**src/rtl/kyber_op_sequencer.sv**
```systemverilog
// Phase/cooldown sequencer for the Kyber-512 core, with the encrypt message window.
// Define KYBER_SEQ_LOOPEND_EN to end phases on core_loop_end edges with a watchdog.
module kyber_op_sequencer #(
    parameter int unsigned START_CYC  = 5,
    parameter int unsigned PHASE_CYC  = 406,
    parameter int unsigned MSG_OFFSET = 320,
    parameter int unsigned MSG_LEN    = 256,
    parameter int unsigned MSG_TAIL   = 2,
    parameter int unsigned COOL_CYC   = 11,
    parameter int unsigned WD_CYC     = 1024
) (
    input  logic        clk,
    input  logic        reset,
    input  logic        op_valid,
    output logic        op_ready,
    input  logic [1:0]  op_sel,
    output logic [2:0]  core_control,
    output logic        core_start,
    input  logic        core_loop_end,
    input  logic        msg_in_valid,
    input  logic [15:0] msg_in_data,
    output logic        msg_in_ready,
    output logic [15:0] core_message,
    output logic        busy,
    output logic [2:0]  phase,
    output logic        done,
    output logic [1:0]  err,
    input  logic        err_clr
);

    typedef enum logic [1:0] {IDLE, RUN, COOL} state_t;

    localparam logic [10:0] START_LIM = 11'(START_CYC);
    localparam logic [10:0] PH_LAST   = 11'(PHASE_CYC - 1);
    localparam logic [10:0] ENC0_LAST = 11'(MSG_OFFSET + MSG_LEN + MSG_TAIL - 1);
    localparam logic [10:0] WIN_LO    = 11'(MSG_OFFSET);
    localparam logic [10:0] WIN_HI    = 11'(MSG_OFFSET + MSG_LEN);
    localparam logic [10:0] COOL_LAST = 11'(COOL_CYC - 1);

    state_t      state_q, state_d;
    logic [1:0]  op_sel_q, op_sel_d;
    logic [2:0]  phase_q, phase_d;
    logic [10:0] cyc_cnt_q, cyc_cnt_d;
    logic        done_q, done_d;
    logic [1:0]  err_q, err_d;
    logic [15:0] msg_q, msg_d;

    logic        enc_ph0;
    logic        win;
    logic        last_phase;
    logic        phase_end;
    logic        wd_hit;
    logic [1:0]  err_set;

`ifdef KYBER_SEQ_LOOPEND_EN
    localparam logic [10:0] WD_LIM = 11'(WD_CYC);
    logic le_q, le_d;

    // Loop-end edges during the message window belong to the streaming, not a phase end.
    assign phase_end = core_loop_end & ~le_q & ~win;
    assign wd_hit    = (cyc_cnt_q >= WD_LIM);
    assign le_d      = core_loop_end;

    always_ff @(posedge clk) begin
        if (!reset) le_q <= 1'b0;
        else        le_q <= le_d;
    end
`else
    logic unused_loop_end;
    assign unused_loop_end = core_loop_end;
    assign phase_end = (cyc_cnt_q == (enc_ph0 ? ENC0_LAST : PH_LAST));
    assign wd_hit    = 1'b0;
`endif

    assign enc_ph0    = (op_sel_q == 2'b10) && (phase_q == 3'd0);
    assign win        = (state_q == RUN) && enc_ph0 && (cyc_cnt_q >= WIN_LO) && (cyc_cnt_q < WIN_HI);
    assign last_phase = (phase_q == (op_sel_q[1] ? 3'd1 : 3'd3));

    always_comb begin
        state_d   = state_q;
        op_sel_d  = op_sel_q;
        phase_d   = phase_q;
        cyc_cnt_d = cyc_cnt_q;
        done_d    = 1'b0;
        err_set   = 2'b00;
        msg_d     = 16'd0;

        case (state_q)
            IDLE: begin
                if (op_valid) begin
                    op_sel_d  = op_sel;
                    state_d   = RUN;
                    phase_d   = 3'd0;
                    cyc_cnt_d = 11'd0;
                end
            end
            RUN: begin
                cyc_cnt_d = cyc_cnt_q + 11'd1;
                if (wd_hit) begin
                    err_set[1] = 1'b1;
                    state_d    = COOL;
                    cyc_cnt_d  = 11'd0;
                end else if (phase_end) begin
                    cyc_cnt_d = 11'd0;
                    if (last_phase) state_d = COOL;
                    else            phase_d = phase_q + 3'd1;
                end
            end
            COOL: begin
                cyc_cnt_d = cyc_cnt_q + 11'd1;
                if (cyc_cnt_q == COOL_LAST) begin
                    state_d   = IDLE;
                    done_d    = 1'b1;
                    phase_d   = 3'd0;
                    cyc_cnt_d = 11'd0;
                end
            end
            default: state_d = IDLE;
        endcase

        if (win) begin
            if (msg_in_valid) msg_d = msg_in_data;
            else              err_set[0] = 1'b1;
        end

        // A new error in the same cycle as err_clr must survive the clear.
        err_d = (err_clr ? 2'b00 : err_q) | err_set;
    end

    always_ff @(posedge clk) begin
        if (!reset) begin
            state_q   <= IDLE;
            op_sel_q  <= 2'b00;
            phase_q   <= 3'd0;
            cyc_cnt_q <= 11'd0;
            done_q    <= 1'b0;
            err_q     <= 2'b00;
            msg_q     <= 16'd0;
        end else begin
            state_q   <= state_d;
            op_sel_q  <= op_sel_d;
            phase_q   <= phase_d;
            cyc_cnt_q <= cyc_cnt_d;
            done_q    <= done_d;
            err_q     <= err_d;
            msg_q     <= msg_d;
        end
    end

    assign op_ready     = (state_q == IDLE);
    assign busy         = (state_q != IDLE);
    assign core_control = (state_q == RUN) ? {1'b1, op_sel_q} : 3'b000;
    assign core_start   = (state_q == RUN) && (phase_q == 3'd0) && (cyc_cnt_q < START_LIM);
    assign msg_in_ready = win;
    assign core_message = msg_q;
    assign phase        = phase_q;
    assign done         = done_q;
    assign err          = err_q;

endmodule

```
**config.mk**
```make
export PLATFORM = sky130hd
export DESIGN_NAME = kyber_op_sequencer
export DESIGN_NICKNAME = d
export VERILOG_FILES = /design/src/rtl/kyber_op_sequencer.sv
export SDC_FILE = /design/constraint.sdc
export NUM_CORES = 1
export LEC_CHECK = 0
export ABC_AREA = 1
export BUFFER_PORTS_ARGS = -buffer_cell sky130_fd_sc_hd__buf_2
export CORE_ASPECT_RATIO = 0.75
export CORE_MARGIN = 2
export CORE_UTILIZATION = 45
export CTS_CLUSTER_DIAMETER = 80
export DETAILED_ROUTE_END_ITERATION = 12
export PLACE_DENSITY = 0.7
export SYNTH_ARGS = -nofsm -noshare
export SYNTH_HDL_FRONTEND = slang
export SYNTH_SLANG_ARGS = --single-unit
```
**constraint.sdc**
```tcl
create_clock -name clk -period 1.9 [get_ports clk]
set_input_delay 0.57 -clock clk [delete_from_list [all_inputs] [get_ports clk]]
set_output_delay 0.57 -clock clk [all_outputs]
set_load 0.02 [all_outputs]
```
==> flow_metrics.env <==
export IMPL_drtIter0Drc=114
export IMPL_cp_startpoint="phase[1]"
export IMPL_hold_depth=3
export IMPL_slowest_delay_ns=0.33
export IMPL_rsz0062_at_grt="true"
export IMPL_cts_htree_levels=2
export IMPL_failed_checks="setup timing"
export IMPL_final_hold_viol_count=0
export IMPL_criticalPathCategory="reg -> out"
export IMPL_fmax_ghz=0.475
export IMPL_grt_pass1_vias=1576
export IMPL_ir_worst_vdd_v=0.000681
export IMPL_fin_util_pct=60.8
export IMPL_startpoint_type="flip-flop"
export IMPL_crit_fanout=2
export IMPL_setup_viol=2
export IMPL_final_layout_size_suffix_gt1_share_pct=34.1
export IMPL_std_cell_rows=20
export IMPL_ys_seq_elements=36
export IMPL_wl_met2_mm=2.07
export IMPL_min_period_over_period_pct=111
export IMPL_top_layer="met4"
export IMPL_cts_sinks=36
export IMPL_start_util_pct=47.3
export IMPL_wirelength_mm=4.63
export IMPL_cellPowerDensity_mw_per_mm2=1020
export IMPL_post_dp_hpwl_mm=3.30
export IMPL_avgSynthCellArea_um2=7.19
export IMPL_route_met3_wl_um=224
export IMPL_holdCritPathClass="in -> reg"
export IMPL_grt_max_degree=17
export IMPL_worstHoldStart="msg_in_data[2]"
export IMPL_synth_top_area_share_pct=37.1
export IMPL_layout_commonest_cell="nand2_1"
export IMPL_p_leak_nw=1.25
export IMPL_final_cell_mix="nand2_1, buf_2, inv_1"
export IMPL_cpMaxStageDelayCell="dfxtp_2"
export IMPL_vias=1834
export IMPL_gp_congestion=0.882
export IMPL_clock_latency_ns=0.29
export IMPL_syn_area_mm2=0.00194
export IMPL_cap_violations=0
export IMPL_antenna_found_initial=0
export IMPL_status="finished with violations"
export IMPL_ys_warnings_count=0
export IMPL_grt_usage_pct=20.3
export IMPL_synth_fp_nets=304
export IMPL_wl_met1_mm=2.29
export IMPL_cp_arrival_ns=1.53
export IMPL_wl_per_cell_um=11.8
export IMPL_final_max_slew_viol_count=0
export IMPL_drc=0
export IMPL_clkSlewWorstSetupHoldPaths_ns=0.07
export IMPL_required_ns=1.33
export IMPL_fin_total_pwr_mw=2.54
export IMPL_fin_crit_ns=2.10
export IMPL_synthDistinctLibCells=32
export IMPL_drt_pass1_iterations=4
export IMPL_die_h_um=60.9
export IMPL_die_area_mm2=0.00486
export IMPL_layout_setup_ws_ns=-0.205
export IMPL_grt_pass1_wl_mm=7.48
export IMPL_cts_hold_buf=0
export IMPL_cts_buffers=5
export IMPL_yosys_area_top_type="dfxtp_1"
export IMPL_diodes=0
export IMPL_vias_per_cell=4.68
export IMPL_design_area_mm2=0.00250
export IMPL_ys_seq_area_share_pct=37.1
export IMPL_fin_nets=371
export IMPL_pre_cts_ws_ns=-0.0770
export IMPL_ios=53
export IMPL_cts_root_buffer="clkbuf_8"
export IMPL_reg2reg_depth=9
export IMPL_area_growth_syn_to_layout_pct=28.6
export IMPL_grt_overflow_total=0
export IMPL_port_buffers=50
export IMPL_cts_tree="built"
export IMPL_clock_path_buffers=2
export IMPL_endpoint_kind="primary output"
export IMPL_fin_skew_ns=0.00889
export IMPL_dpl_cell_area_mm2=0.00230
export IMPL_core_area_mm2=0.00410
export IMPL_die_x_um=79.8
export IMPL_syn_inst=270
export IMPL_ant_nets=0
export IMPL_worstReg2RegStart="cyc_cnt_q[1]"
export IMPL_path_cells="inv_2 -> ha_4 -> nand2_2 -> nor3_2 -> nand4_1 -> nor4_4 -> buf_4"
export IMPL_synthTopCellsByArea="dfxtp_1, nand2_1, inv_1"
export IMPL_tns_ns=-0.309
==> sequential cells by signal (all words and copies together), names as in the netlist <==
name and count:
done 1, state_q 2, op_sel_q 2, cyc_cnt_q 11, phase 3, err 1
core_message 16
==> metrics by stage <==
stage,hold WS (ns),cells
final,0.491,392
after global routing,0.485,392
after CTS,0.487,389
after detailed placement,0.492,377
after global placement,0.492,377
after floorplan,0.463,270
==> cells in the mapped netlist <==
cell      instances
nand4_2           1
nor3_1            7
nor2_4            1
a21oi_2           1
clkinv_1          1
nand4_1           8
nand3_4           1
xor2_1            3
ha_1             10
nand2_1          53
nor4_1            1
buf_4             2
nor2_1           35
o21ai_0           6
o31ai_1           1
inv_2             4
nand3_1          11
nor2_8            1
nand3b_1          1
buf_2             2
nand3_2           4
inv_1            44
buf_6             5
nand2_2           4
and3_1            2
nor2_2            5
conb_1            1
o21ai_1           1
and3_2            1
o22ai_1           1
a21oi_1          16
dfxtp_1          36
==> critical path: cells and delay by family, from the launching register on <==
family                   cells  cell delay, ns
AND/OR/NAND/NOR              4            0.50
flip-flops                   1            0.33
buffers and inverters        2            0.27
adder cells (fa/ha/maj)      1            0.15
==> path summary, 6_finish.rpt <==
path / to / slack (ns)
worst min register to register: op_sel_q[0] / 0.50
worst max-delay path: core_start / -0.20
worst min-delay path: core_message[2] / 0.49
worst max register to register: cyc_cnt_q[6] / 0.20
==> kinds of logic (layout without fill, tap and decap cells) <==
family | after synthesis | in the layout | synth area share [%]
buffers and inverters | 58 | 125 | 13.7
AND/OR/NAND/NOR | 136 | 136 | 34.1
adder cells (fa/ha/maj) | 10 | 10 | 6.45
flip-flops | 36 | 36 | 37.1
AO/OA/AOI/OAI | 26 | 26 | 7.09
other | 1 | 1 | 0.193
XOR/XNOR | 3 | 3 | 1.35
==> per-layer routing <==
metal | global-route usage, % | up-vias
met5 | 0 | -
met4 | 6.54 | 0
met3 | 4.76 | 4
met2 | 29.9 | 38
met1 | 29.5 | 823
li1 | - | 969
==> layout make-up <==
type / instances / area [µm²]
Clock buffer: 7 / 96.3
Fill cell: 374 / 1610
Inverter: 49 / 186
Multi-Input combinational cell: 176 / 1010
Sequential cell: 36 / 726
Tap cell: 55 / 68.8
Timing Repair Buffer: 69 / 404
==> timing repair <==
item / CTS / global route
buffers inserted: 5 / 3
endpoints found under the setup margin: 2 / 6
pin swaps: 6 / 2
gates resized for setup: 7 / 5
==> report_power, final <==
group | internal [mW] | switching, mW
sequential | 0.813 | 0.0420
combinational | 0.418 | 0.679
clock | 0.323 | 0.267
No activity file was read; power rests on OpenSTA's default activity.
